### src/rtl/plot_sink.sv
// Pixel sink between a drawing engine and a single-port framebuffer: queues
// on-screen pixels, writes them out when granted, and performs full-screen fills.
module plot_sink #(
  parameter int SCREEN_WIDTH  = 160,
  parameter int SCREEN_HEIGHT = 120,
  parameter int color_depth   = 9,
  parameter int FIFO_DEPTH    = 4
) (
  input  logic                   clock,
  input  logic                   resetn,
  input  logic [7:0]             x,
  input  logic [6:0]             y,
  input  logic [color_depth-1:0] color,
  input  logic                   plot,
  input  logic                   clear_req,
  input  logic [color_depth-1:0] clear_color,
  input  logic                   fb_grant,
  output logic                   ready,
  output logic [14:0]            fb_address,
  output logic [color_depth-1:0] fb_data,
  output logic                   fb_wren,
  output logic                   idle,
  output logic                   clear_done,
  output logic                   overflow,
  output logic [7:0]             clip_count
);

  localparam int PTR_W = (FIFO_DEPTH > 1) ? $clog2(FIFO_DEPTH) : 1;
  localparam int CNT_W = PTR_W + 1;
  localparam logic [CNT_W-1:0] DEPTH_CNT  = CNT_W'(FIFO_DEPTH);
  localparam logic [8:0]       X_LIMIT    = 9'(SCREEN_WIDTH);
  localparam logic [7:0]       Y_LIMIT    = 8'(SCREEN_HEIGHT);
  localparam logic [14:0]      ROW_STRIDE = 15'(SCREEN_WIDTH);
  localparam logic [14:0]      FILL_LAST  = 15'(SCREEN_WIDTH * SCREEN_HEIGHT - 1);

  typedef enum logic [1:0] {IDLE, DRAIN, CLEAR} state_t;

  state_t                 state, state_next;
  logic [14:0]            addr_mem [FIFO_DEPTH];
  logic [color_depth-1:0] data_mem [FIFO_DEPTH];
  logic [PTR_W-1:0]       wr_ptr, rd_ptr;
  logic [CNT_W-1:0]       count, count_next;
  logic [14:0]            fill_count, fill_next;
  logic [color_depth-1:0] clear_latch, clear_latch_next;
  logic                   done_next;
  logic                   fifo_empty, fifo_full, in_range;
  logic                   accept, push, clip, pop;
  logic [14:0]            pixel_address;

  assign fifo_empty    = (count == '0);
  assign fifo_full     = (count == DEPTH_CNT);
  assign ready         = !fifo_full && (state == IDLE);
  assign idle          = (state == IDLE) && fifo_empty;
  assign in_range      = ({1'b0, x} < X_LIMIT) && ({1'b0, y} < Y_LIMIT);
  assign accept        = plot && ready;
  assign push          = accept && in_range;
  assign clip          = accept && !in_range;
  assign pop           = (state != CLEAR) && !fifo_empty && fb_grant;
  assign pixel_address = {8'd0, y} * ROW_STRIDE + {7'd0, x};
  assign count_next    = count + CNT_W'(push) - CNT_W'(pop);

  // Output mux and next-state: queue head is shown outside CLEAR, zeros when empty.
  always_comb begin
    state_next       = state;
    fill_next        = fill_count;
    clear_latch_next = clear_latch;
    done_next        = 1'b0;
    fb_wren          = 1'b0;
    fb_address       = '0;
    fb_data          = '0;
    case (state)
      IDLE, DRAIN: begin
        if (!fifo_empty) begin
          fb_address = addr_mem[rd_ptr];
          fb_data    = data_mem[rd_ptr];
          fb_wren    = pop;
        end
        if (state == IDLE) begin
          if (clear_req) begin
            clear_latch_next = clear_color;
            state_next       = (count_next != '0) ? DRAIN : CLEAR;
          end
        end else if (count_next == '0) begin
          state_next = CLEAR;
        end
      end
      CLEAR: begin
        fb_address = fill_count;
        fb_data    = clear_latch;
        fb_wren    = fb_grant;
        if (fb_grant) begin
          if (fill_count == FILL_LAST) begin
            state_next = IDLE;
            fill_next  = '0;
            done_next  = 1'b1;
          end else begin
            fill_next = fill_count + 15'd1;
          end
        end
      end
      default: state_next = IDLE;
    endcase
  end

  always_ff @(posedge clock or negedge resetn) begin
    if (!resetn) begin
      state       <= IDLE;
      fill_count  <= '0;
      clear_latch <= '0;
      clear_done  <= 1'b0;
      overflow    <= 1'b0;
      clip_count  <= '0;
      wr_ptr      <= '0;
      rd_ptr      <= '0;
      count       <= '0;
    end else begin
      state       <= state_next;
      fill_count  <= fill_next;
      clear_latch <= clear_latch_next;
      clear_done  <= done_next;
      count       <= count_next;
      if (plot && !ready) overflow <= 1'b1;
      if (clip) clip_count <= clip_count + 8'd1;
      if (push) wr_ptr <= wr_ptr + PTR_W'(1);
      if (pop) rd_ptr <= rd_ptr + PTR_W'(1);
    end
  end

  // Queue storage needs no reset; occupancy is tracked by count.
  always_ff @(posedge clock) begin
    if (push) begin
      addr_mem[wr_ptr] <= pixel_address;
      data_mem[wr_ptr] <= color;
    end
  end

endmodule

### config.mk
export PLATFORM = sky130hd
export DESIGN_NAME = plot_sink
export DESIGN_NICKNAME = d
export VERILOG_FILES = /design/src/rtl/plot_sink.sv
export SDC_FILE = /design/constraint.sdc
export NUM_CORES = 1
export LEC_CHECK = 0
export BUFFER_PORTS_ARGS = -buffer_cell sky130_fd_sc_hd__buf_2
export CAP_MARGIN = 20
export CORE_AREA = 2 2 82 143
export CTS_CLUSTER_SIZE = 40
export DETAILED_ROUTE_END_ITERATION = 7
export DIE_AREA = 0 0 84 145
export PLACE_DENSITY = 0.79
export REMOVE_ABC_BUFFERS = 1
export SYNTH_ARGS = -nofsm -noshare
export SYNTH_HDL_FRONTEND = slang
export SYNTH_SLANG_ARGS = --single-unit
### constraint.sdc
create_clock -name clock -period 3.18 [get_ports clock]
set_input_delay 0.318 -clock clock [delete_from_list [all_inputs] [get_ports clock]]
set_output_delay 0.318 -clock clock [all_outputs]
set_load 0.02 [all_outputs]
==> flow_summary_export.csv <==
group,metric,value,unit
outcome,outcome,"complete, no violations",
synthesis,synth_async_sr_flop_share,0.309,
worst_hold_path,hold_class,"in -> reg",
clocking,cts_sinks,139,
clocking,clock_path_buffers,2,
setup_path,slowest_stage,"dfrtp_1",
pwr,total_power,6.60,mW
global_routing,grtUsageTotal,0.228,
setup_path,crit_arrival,3.20,ns
timing,min_period_over_period,0.900,
timing,finalMaxSlewViolations,0,
placed_design,dp_hpwl,8820,um
floorplan,io_pins,75,
clocking,insertion_delay,0.42,ns
pwr,clock_power_share,0.304,
synthesis,synth_area,6250,sq um
setup_path,worstSetupStartpointType,"register",
setup_path,crit_buf_inv,0,
timing,fin_skew,0.00603,ns
floorplan,start_util,0.566,
global_routing,grt_pass1_wl,20800,um
synthesis,synth_cells,404,
cells_and_area,final_nets,555,
timing,tightest_slew,0.778,ns
global_routing,grt_antenna_before_repair,1,
global_routing,grt_max_degree,44,
setup_path,path_class,"reg -> reg",
placed_design,gp_congestion,0.850,
pwr,combPwrFrac,0.322,
cells_and_area,multi_input_area,2180,sq um
pwr,p_switching,2.22,mW
clocking,postCtsSetupBuffers,0,
setup_path,crit_fanout,8,
pwr,pwr-share-seq,0.374,
route,vias,3818,
cells_and_area,regArea,3960,sq um
synthesis,syn-mean-instance-area,15.5,sq um
timing,period_needed,2.86,ns
pwr,p_leak,2.94,nW
placed_design,place_area,6800,sq um
clocking,cts_tree,"yes",
route,wl,13100,um
route,via_per_inst,5.97,
cells_and_area,area_growth,19.1,%
clocking,cts-root-buf,"clkbuf_16",
placed_design,preCtsSetupSlack,0.235,ns
timing,finalSetupTns,0,ns
timing,rsz0062_at_grt,"no",
timing,hold_viol,0,
synthesis,yosysWarnings,0,
worst_hold_path,min_path_cells,1,
cells_and_area,fillers,774,
pwr,ir_drop,539,uV
route,drt-initial-drc-count,248,
setup_path,cpPeakStageDelay,0.44,ns
setup_path,crit_top_cell,"xnor2_1",
cells_and_area,fin_area,7440,sq um
clocking,cts_made_buffers,17,
synthesis,synth.distinct_cells,52,
floorplan,die-width,84,um
pwr,power.density,887,nW/um^2
pwr,internal-power,4.38,mW
timing,setup_viol,0,
synthesis,synth_edf_count,96,
setup_path,crit_family,"simple AND/OR/NAND/NOR gates",
synthesis,yosysSeqAreaShare,0.634,
setup_path,crit_chain,"or2_0 > nor2_1 > and4_1 > xnor2_1 > ha_1 > fa_1 > xnor2_1 > xnor2_1 > nor3_1 > o2bb2ai_1",
floorplan,std_cell_rows,51,
route,drcViolationCount,0,
setup_path,r2r_cells,10,
pwr,switching_share,0.336,
global_routing,overflow,0,
route,firstDrtPassIters,5,
floorplan,dieArea,12200,sq um
setup_path,path_depth,10,
clocking,htree_levels,4,
placed_design,io_buffers,74,
synthesis,synth_top_flop_cell,"edfxtp_1",
route,wl_per_cell,20.5,um
run,drv_cap,0,
synthesis,synth_seq_cells,139,
setup_path,endpoint_kind,"register",
floorplan,die_h,145,um
global_routing,grt_pass1_vias,3968,
timing,slew_headroom,0.479,
floorplan,core_area,11000,sq um
route,drtAntennaViolNets,0,
clocking,cts.clk_slew.worst_paths,0.06,ns
timing,timing.fmax,349,MHz
timing,setup_ws,0.317,ns
cells_and_area,final_layout_size_suffix_gt1_frac,0.321,
setup_path,cp_data_required_time,3.52,ns
==> cell type report <==
type,count,area share
timing repair buffer,85,0.0629
antenna,1,0.000336
tap,132,0.0222
clock inverter,13,0.0209
sequential,139,0.532
inverter,14,0.00706
multi-input combinational,237,0.293
clock buffer,19,0.0609
==> final timing paths <==
path / start / to / slack (ns)
min in group asynchronous: resetn / clear_latch[2] / 0.29
max reg2reg: state[1] / state[1] / 0.32
max: state[1] / state[1] / 0.32
min reg2reg: clip_count[7] / clip_count[7] / 0.46
max in group asynchronous: resetn / rd_ptr[0] / 2.42
min: color[2] / data_mem[1][2] / 0.11
==> metrics by stage <==
step	cells	util	hold slack (ns)
detailed placement	605	0.616	0.458
finish	640	0.674	0.114
global route	640	0.674	0.101
floorplan	390	-	0.0224
CTS	637	0.671	0.0816
global placement	605	0.616	0.458
==> state kept, by name, summed over array words and instances, names as in the netlist, 3 cells and up <==
register / flops
data_mem: 36
fill_count: 15
clip_count: 8
addr_mem: 60
clear_latch: 9
count: 3
==> cell usage in the layout (no fill, tap or decap), drive strengths merged, types with 4 or more instances in the layout <==
cell type | Yosys | final
buf | 5 | 84
and3 | 4 | 4
or2 | 4 | 4
nand4 | 6 | 6
dfrtp | 43 | 43
mux2 | 11 | 11
nor2 | 19 | 19
ha | 20 | 20
xnor2 | 24 | 24
nand2 | 19 | 19
edfxtp | 96 | 96
or3 | 4 | 4
a21oi | 5 | 5
o21ai | 17 | 17
xor2 | 4 | 4
and2 | 6 | 6
clkbuf | 9 | 19
a22o | 18 | 18
nor3 | 7 | 7
mux4 | 24 | 24
nand3 | 9 | 9
inv | 14 | 21
==> kinds of logic (layout without fill, tap and decap cells) <==
kind of cell / count (synthesis) / after routing / share of synthesized area
flip-flops: 139 / 139 / 0.634
AND/OR/NAND/NOR: 94 / 94 / 0.0801
AO/OA/AOI/OAI: 55 / 55 / 0.0679
multiplexers: 36 / 36 / 0.108
XOR/XNOR: 29 / 29 / 0.0429
buffers and inverters: 28 / 131 / 0.0178
adder cells (fa/ha/maj): 23 / 23 / 0.0497
other: 0 / 1 / 0
==> power groups by stage <==
stage,clock [mW],sequential [mW],combinational (mW)
global route,2.12,2.52,2.29
finish,2.01,2.47,2.12
floorplan,0,2.52,1.39
detailed placement,0,2.50,2.14
CTS,2.04,2.47,2.15
global placement,0,2.48,2.08
==> worst reg2reg max path: cells and delay by family, from the launching register on <==
| family | cells | cell delay (ns) |
|---|---|---|
| AND/OR/NAND/NOR | 4 | 1.19 |
| flip-flops | 1 | 0.44 |
| AO/OA/AOI/OAI | 1 | 0.16 |
| adder cells (fa/ha/maj) | 2 | 0.58 |
| XOR/XNOR | 3 | 0.41 |
==> routing by layer <==
metal,vias up,track usage,wire length [um]
li1,1733,-,-
met1,1955,0.262,5080
met2,104,0.403,7290
met3,26,0.0455,440
met4,0,0.110,308
met5,-,0,0
==> cell usage after synthesis, drive strengths merged (11+ instances only) <==
| master | number | area [sq um] |
|---|---|---|
| a22o | 18 | 158 |
| dfrtp | 43 | 1080 |
| edfxtp | 96 | 2880 |
| ha | 20 | 250 |
| inv | 14 | 52.6 |
| mux2 | 11 | 124 |
| mux4 | 24 | 541 |
| nand2 | 19 | 71.3 |
| nor2 | 19 | 73.8 |
| o21ai | 17 | 85.1 |
| xnor2 | 24 | 210 |
==> repair_timing <==
action                    in CTS  in global routing
resized for setup              0                  0
hold buffers                   0                  1
hold endpoints to repair       0                  7
No activity file was read; power rests on OpenSTA's default activity.
